[src/rtl/register_file_pkg.sv]
// Shared configuration for the dual-port register file: word and address
// widths, the derived register count and the matching typedefs.
// The optional REGFILE_BYPASS_EN macro is consumed by register_file.sv.
package register_file_pkg;

    localparam int WORD_SIZE    = 32;
    localparam int REGADDR_SIZE = 5;
    localparam int NUM_REGS     = 1 << REGADDR_SIZE;

    typedef logic [WORD_SIZE-1:0]    word_t;
    typedef logic [REGADDR_SIZE-1:0] regaddr_t;

endpackage

[src/rtl/regfile_read_port.sv]
// One registered read port: dout loads on rd, otherwise holds.
// A forwarding hit substitutes the in-flight write data for the stored word.
// The hit is tied low when REGFILE_BYPASS_EN is undefined.
module regfile_read_port
    import register_file_pkg::*;
(
    input  logic  clk,
    input  logic  rst,
    input  logic  rd,
    input  word_t rd_data,
    input  logic  fwd_hit,
    input  word_t fwd_data,
    output word_t dout
);

    word_t next_data;

    // Pick forwarded write data over the stored contents on a hit.
    always_comb begin
        next_data = rd_data;
        if (fwd_hit) begin
            next_data = fwd_data;
        end
    end

    // Registered read data; holds its value while rd is low.
    always_ff @(posedge clk or negedge rst) begin
        if (!rst) begin
            dout <= '0;
        end else if (rd) begin
            dout <= next_data;
        end
    end

endmodule

[src/rtl/register_file.sv]
// Dual-port general-purpose register file with registered reads.
// Port A wins a same-address write collision. Reads default to old data
// (read-before-write); defining REGFILE_BYPASS_EN enables write-through
// forwarding, with port A's data taking priority.
module register_file
    import register_file_pkg::*;
(
    input  logic     clk,
    input  logic     rst,
    input  logic     wen_a,
    input  logic     rd_a,
    input  regaddr_t addr_a,
    input  word_t    din_a,
    output word_t    dout_a,
    input  logic     wen_b,
    input  logic     rd_b,
    input  regaddr_t addr_b,
    input  word_t    din_b,
    output word_t    dout_b
);

    word_t mem [NUM_REGS];
    logic  b_dropped;
    logic  fwd_hit_a;
    logic  fwd_hit_b;
    word_t fwd_data_a;
    word_t fwd_data_b;

    // Port B's write is suppressed when port A writes the same register.
    always_comb begin
        b_dropped = wen_a && wen_b && (addr_a == addr_b);
    end

    // Storage array: asynchronous clear, then per-port synchronous writes.
    always_ff @(posedge clk or negedge rst) begin
        if (!rst) begin
            mem <= '{default: '0};
        end else begin
            if (wen_a) begin
                mem[addr_a] <= din_a;
            end
            if (wen_b && !b_dropped) begin
                mem[addr_b] <= din_b;
            end
        end
    end

`ifdef REGFILE_BYPASS_EN
    // Forwarding select for each reader; port A's write data has priority.
    always_comb begin
        fwd_hit_a  = 1'b0;
        fwd_data_a = '0;
        fwd_hit_b  = 1'b0;
        fwd_data_b = '0;
        if (wen_a) begin
            fwd_hit_a  = 1'b1;
            fwd_data_a = din_a;
        end else if (wen_b && (addr_b == addr_a)) begin
            fwd_hit_a  = 1'b1;
            fwd_data_a = din_b;
        end
        if (wen_a && (addr_a == addr_b)) begin
            fwd_hit_b  = 1'b1;
            fwd_data_b = din_a;
        end else if (wen_b) begin
            fwd_hit_b  = 1'b1;
            fwd_data_b = din_b;
        end
    end
`else
    // No forwarding: readers always see the pre-write contents.
    always_comb begin
        fwd_hit_a  = 1'b0;
        fwd_data_a = '0;
        fwd_hit_b  = 1'b0;
        fwd_data_b = '0;
    end
`endif

    regfile_read_port u_port_a (
        .clk      (clk),
        .rst      (rst),
        .rd       (rd_a),
        .rd_data  (mem[addr_a]),
        .fwd_hit  (fwd_hit_a),
        .fwd_data (fwd_data_a),
        .dout     (dout_a)
    );

    regfile_read_port u_port_b (
        .clk      (clk),
        .rst      (rst),
        .rd       (rd_b),
        .rd_data  (mem[addr_b]),
        .fwd_hit  (fwd_hit_b),
        .fwd_data (fwd_data_b),
        .dout     (dout_b)
    );

endmodule

[config.mk]
export PLATFORM = sky130hd
export DESIGN_NAME = register_file
export DESIGN_NICKNAME = d
export VERILOG_FILES = /design/src/rtl/register_file_pkg.sv /design/src/rtl/regfile_read_port.sv /design/src/rtl/register_file.sv
export SDC_FILE = /design/constraint.sdc
export NUM_CORES = 2
export LEC_CHECK = 0
export CAP_MARGIN = 20
export CORE_MARGIN = 2
export CORE_UTILIZATION = 50
export CTS_BUF_LIST = sky130_fd_sc_hd__clkbuf_8
export CTS_CLUSTER_DIAMETER = 200
export DETAILED_ROUTE_END_ITERATION = 10
export GPL_TIMING_DRIVEN = 0
export PLACE_DENSITY = 0.66
export RECOVER_POWER = 100
export SYNTH_ARGS = -nofsm -noshare
export SYNTH_HDL_FRONTEND = slang
export SYNTH_HIERARCHICAL = 1
export SYNTH_SLANG_ARGS = --single-unit
[constraint.sdc]
create_clock -name clk -period 2.2 [get_ports clk]
set_input_delay 0.44 -clock clk [delete_from_list [all_inputs] [get_ports clk]]
set_output_delay 0.44 -clock clk [all_outputs]
set_load 0.01 [all_outputs]
==> impl_metrics.toml <==
[placement]
dp_hpwl_um = 227000
place_inst = 6903
dpl_cell_area_um2 = 73700
gp_congestion = 1.07
port_buffers = 134

[critical_path]
crit_buf_inv = 4
critPathMaxFanout = 10
critPathTopFamily = "buffers and inverters"
path_common_cell = "clkbuf_1"
r2r_setup_slack_ns = -0.13
cp.arrival_ns = 3.42
cp_cell_sequence = "dlygate4sd2_1 -> xnor2_1 -> nand4_1 -> clkbuf_1 -> o211ai_1 -> clkbuf_1 -> buf_2 -> mux2_2"
reg2reg_depth = 5
crit_path_start_kind = "primary input"
crit_path_end_kind = "flop"
cpPeakStageDelay_ns = 0.60
slowest_stage = "dlygate4sd2_1"
worst-path-stages = 8
r2r_end = "u_port_a/dout[30]"
crit_required_ns = 3.08
critPathKind = "primary input to flop"
r2r-start = "mem[30]"

[pwr]
irDropWorstVdd_mv = 0.492
powerDensity_nw_per_um2 = 914
power_mw = 72.1
p_leak_nw = 32.8

[synthesis]
synth_area_um2 = 68700
yosys_warnings = 6
yosys_register_bits = 1088
yosys.cell_types.count = 29
avgSynthCellArea_um2 = 14.1
netlist_instances = 4857
yosysTopAreaCell = "dfrtp_1"
synthTopCellsByArea = "dfrtp_1 40%, mux2_2 34%, mux4_2 17%, a22oi_1 2.8%, clkbuf_1 2.0%"
yosysTopAreaCellShare = 0.397
synth_seq_area_share = 0.397

[detailed_routing]
drtIter0Drc = 7988
met3_length_um = 47900
antenna_left = 0
wl_met1_um = 114000
drc = 0
firstDrtPassIters = 6
vias = 54100
drt_wl_total_um = 326000
dr_wl_met2_um = 130000
highest_layer = "met5"
wl_per_cell_um = 44.4
viasPerCell = 7.37

[grt]
grt_pass1_vias = 52000
grt.total_usage = 0.461
gr-total-overflow = 0
antenna_found_initial = 34
grt_pass1_wl_um = 438000
grt_max_degree = 169

[timing]
hold_ws_ns = -0.0473
fin_skew_ns = 0.0421
period_share = 1.15
fmax_mhz = 395
final-setup-viol-count = 856
rsz0062_at_grt = "true"
worst_slack_ns = -0.333
final_hold_viol_count = 15
drv_slew = 204
worstMarginPinSlew_ns = 1.95
period_needed_ns = 2.53
slew_headroom = -0.298

[cts]
cts_tree = "yes"
cts_hold_buf = 5
clockBufferDepth = 3
h-tree-depth = 4
numCtsBuffers = 197
numClockSinks = 1088
clk_pin_slew_ns = 0.05
cts_root_buf = "clkbuf_8"
insertion_delay_ns = 1.01

[finish]
nNetsFinal = 5472
stdcell_area_um2 = 78900
fin_cells = 7338
syn_to_final_growth_pct = 14.9
layout-drive-gt1-share = 0.609

[die]
start_util = 0.506
die-area_um2 = 140000
die_w_um = 375
die_h_um = 375
std_cell_rows = 135
core_um2 = 136000
pin_count = 144

[status]
violations = "hold timing, capacitance limit, slew limit, setup timing"
status = "finished with violations"

[flow_run]
cap_violations = 1

[worst_hold_path]
hold_path_class = "primary input to asynchronous set/reset pin"
==> worst max-delay path by stage <==
stage | start | end | slack [ns]
5_1_grt | addr_b[0] | u_port_b/dout[12] | -0.12
3_5_place_dp | addr_a[4] | mem[378] | -2.09
2_1_floorplan | addr_a[2] | mem[386] | -0.06
4_1_cts | addr_a[0] | u_port_a/dout[24] | -0.06
3_3_place_gp | rst | mem[303] | -51.85
6_report | addr_a[4] | mem[514] | -0.33
==> state kept, by name (all words and copies together) (netlist names) <==
| signal | flops |
|---|---|
| mem | 1024 |
| u_port_a/dout | 32 |
| u_port_b/dout | 32 |
==> cells in the final DEF (no fill, tap or decap), types with 34 or more instances in the layout <==
| cell | count |
|---|---|
| a21oi_1 | 64 |
| a22oi_1 | 240 |
| buf_2 | 106 |
| buf_4 | 104 |
| buf_6 | 42 |
| buf_8 | 34 |
| clkbuf_1 | 248 |
| clkbuf_2 | 100 |
| clkbuf_4 | 57 |
| clkbuf_8 | 251 |
| clkdlybuf4s50_1 | 65 |
| conb_1 | 66 |
| dfrtp_1 | 1077 |
| dlygate4sd2_1 | 54 |
| inv_1 | 73 |
| mux2_2 | 2046 |
| mux2i_1 | 60 |
| mux4_2 | 512 |
| nand4_1 | 65 |
| nor2_1 | 71 |
==> synth_stat cells <==
cell type	n
nor3_1	1
mux2i_1	64
o211ai_1	32
and3b_1	6
buf_2	182
xnor2_1	5
nor3b_1	1
nand3b_1	5
clkbuf_1	361
nand4_1	65
mux2_1	2
mux2_2	2046
or3_1	1
dfrtp_1	1088
a22oi_1	256
buf_6	2
mux4_2	512
nand3_1	2
nor3b_2	7
nor3_2	1
conb_1	1
a21oi_1	64
or3b_2	3
buf_4	18
and3_1	3
nand2_1	11
buf_1	22
buf_12	6
nor2_1	90
==> per-layer routing <==
layer | vias up | global-route usage
met5 | - | 0.0178
met4 | 40 | 0.360
met3 | 1540 | 0.225
met2 | 4523 | 0.624
met1 | 28100 | 0.556
li1 | 19900 | -
==> stage by stage <==
stage	worst slack (ns)	TNS, ns	util
2_1_floorplan	-0.0583	-8.23	-
3_3_place_gp	-51.85	-	0.535
3_5_place_dp	-2.09	-1804.99	0.543
4_1_cts	-0.0607	-0.175	0.580
5_1_grt	-0.124	-22.46	0.581
6_report	-0.333	-87.34	0.581
==> cell type report <==
| cell class | instances | area (um^2) |
|---|---|---|
| plain buffers | 589 | 3340 |
| fillers | 11100 | 56900 |
| repair buffers | 273 | 2840 |
| clock buffers | 247 | 3400 |
| multi-input cells | 3243 | 39300 |
| diodes | 22 | 55.1 |
| well taps | 1781 | 2230 |
| flip-flops and latches | 1088 | 27200 |
| clock inverters | 95 | 465 |
==> worst register-to-register path: stages, from the launching register on <==
cell     delay, ns
dfrtp_1       0.39
mux4_2        0.49
a22oi_2       0.64
nand4_1       0.37
mux2i_1       0.23
a21oi_1       0.09
==> logic make-up after synthesis <==
group,after synthesis,share of synthesized area
mux,2624,0.513
buf+inv,591,0.0382
flops,1088,0.397
simple gates,196,0.0153
xor+xnor,5,0.000638
other cells,1,0.0000546
compound gates,352,0.0362
==> repair_timing <==
item,CTS,global route
setup endpoints to repair,1116,312
hold endpoints to repair,184,176
cloned,0,0
gates resized for setup,317,104
setup buffers,64,2
pin swaps,33,10
==> power by group <==
| part | internal [mW] | switching [mW] | total (mW) |
|---|---|---|---|
| Sequential | 25.4 | 4.11 | 29.5 |
| Combinational | 13.1 | 9.86 | 23.0 |
| Clock | 10.2 | 9.45 | 19.7 |
(Power assumes the default switching activity.)
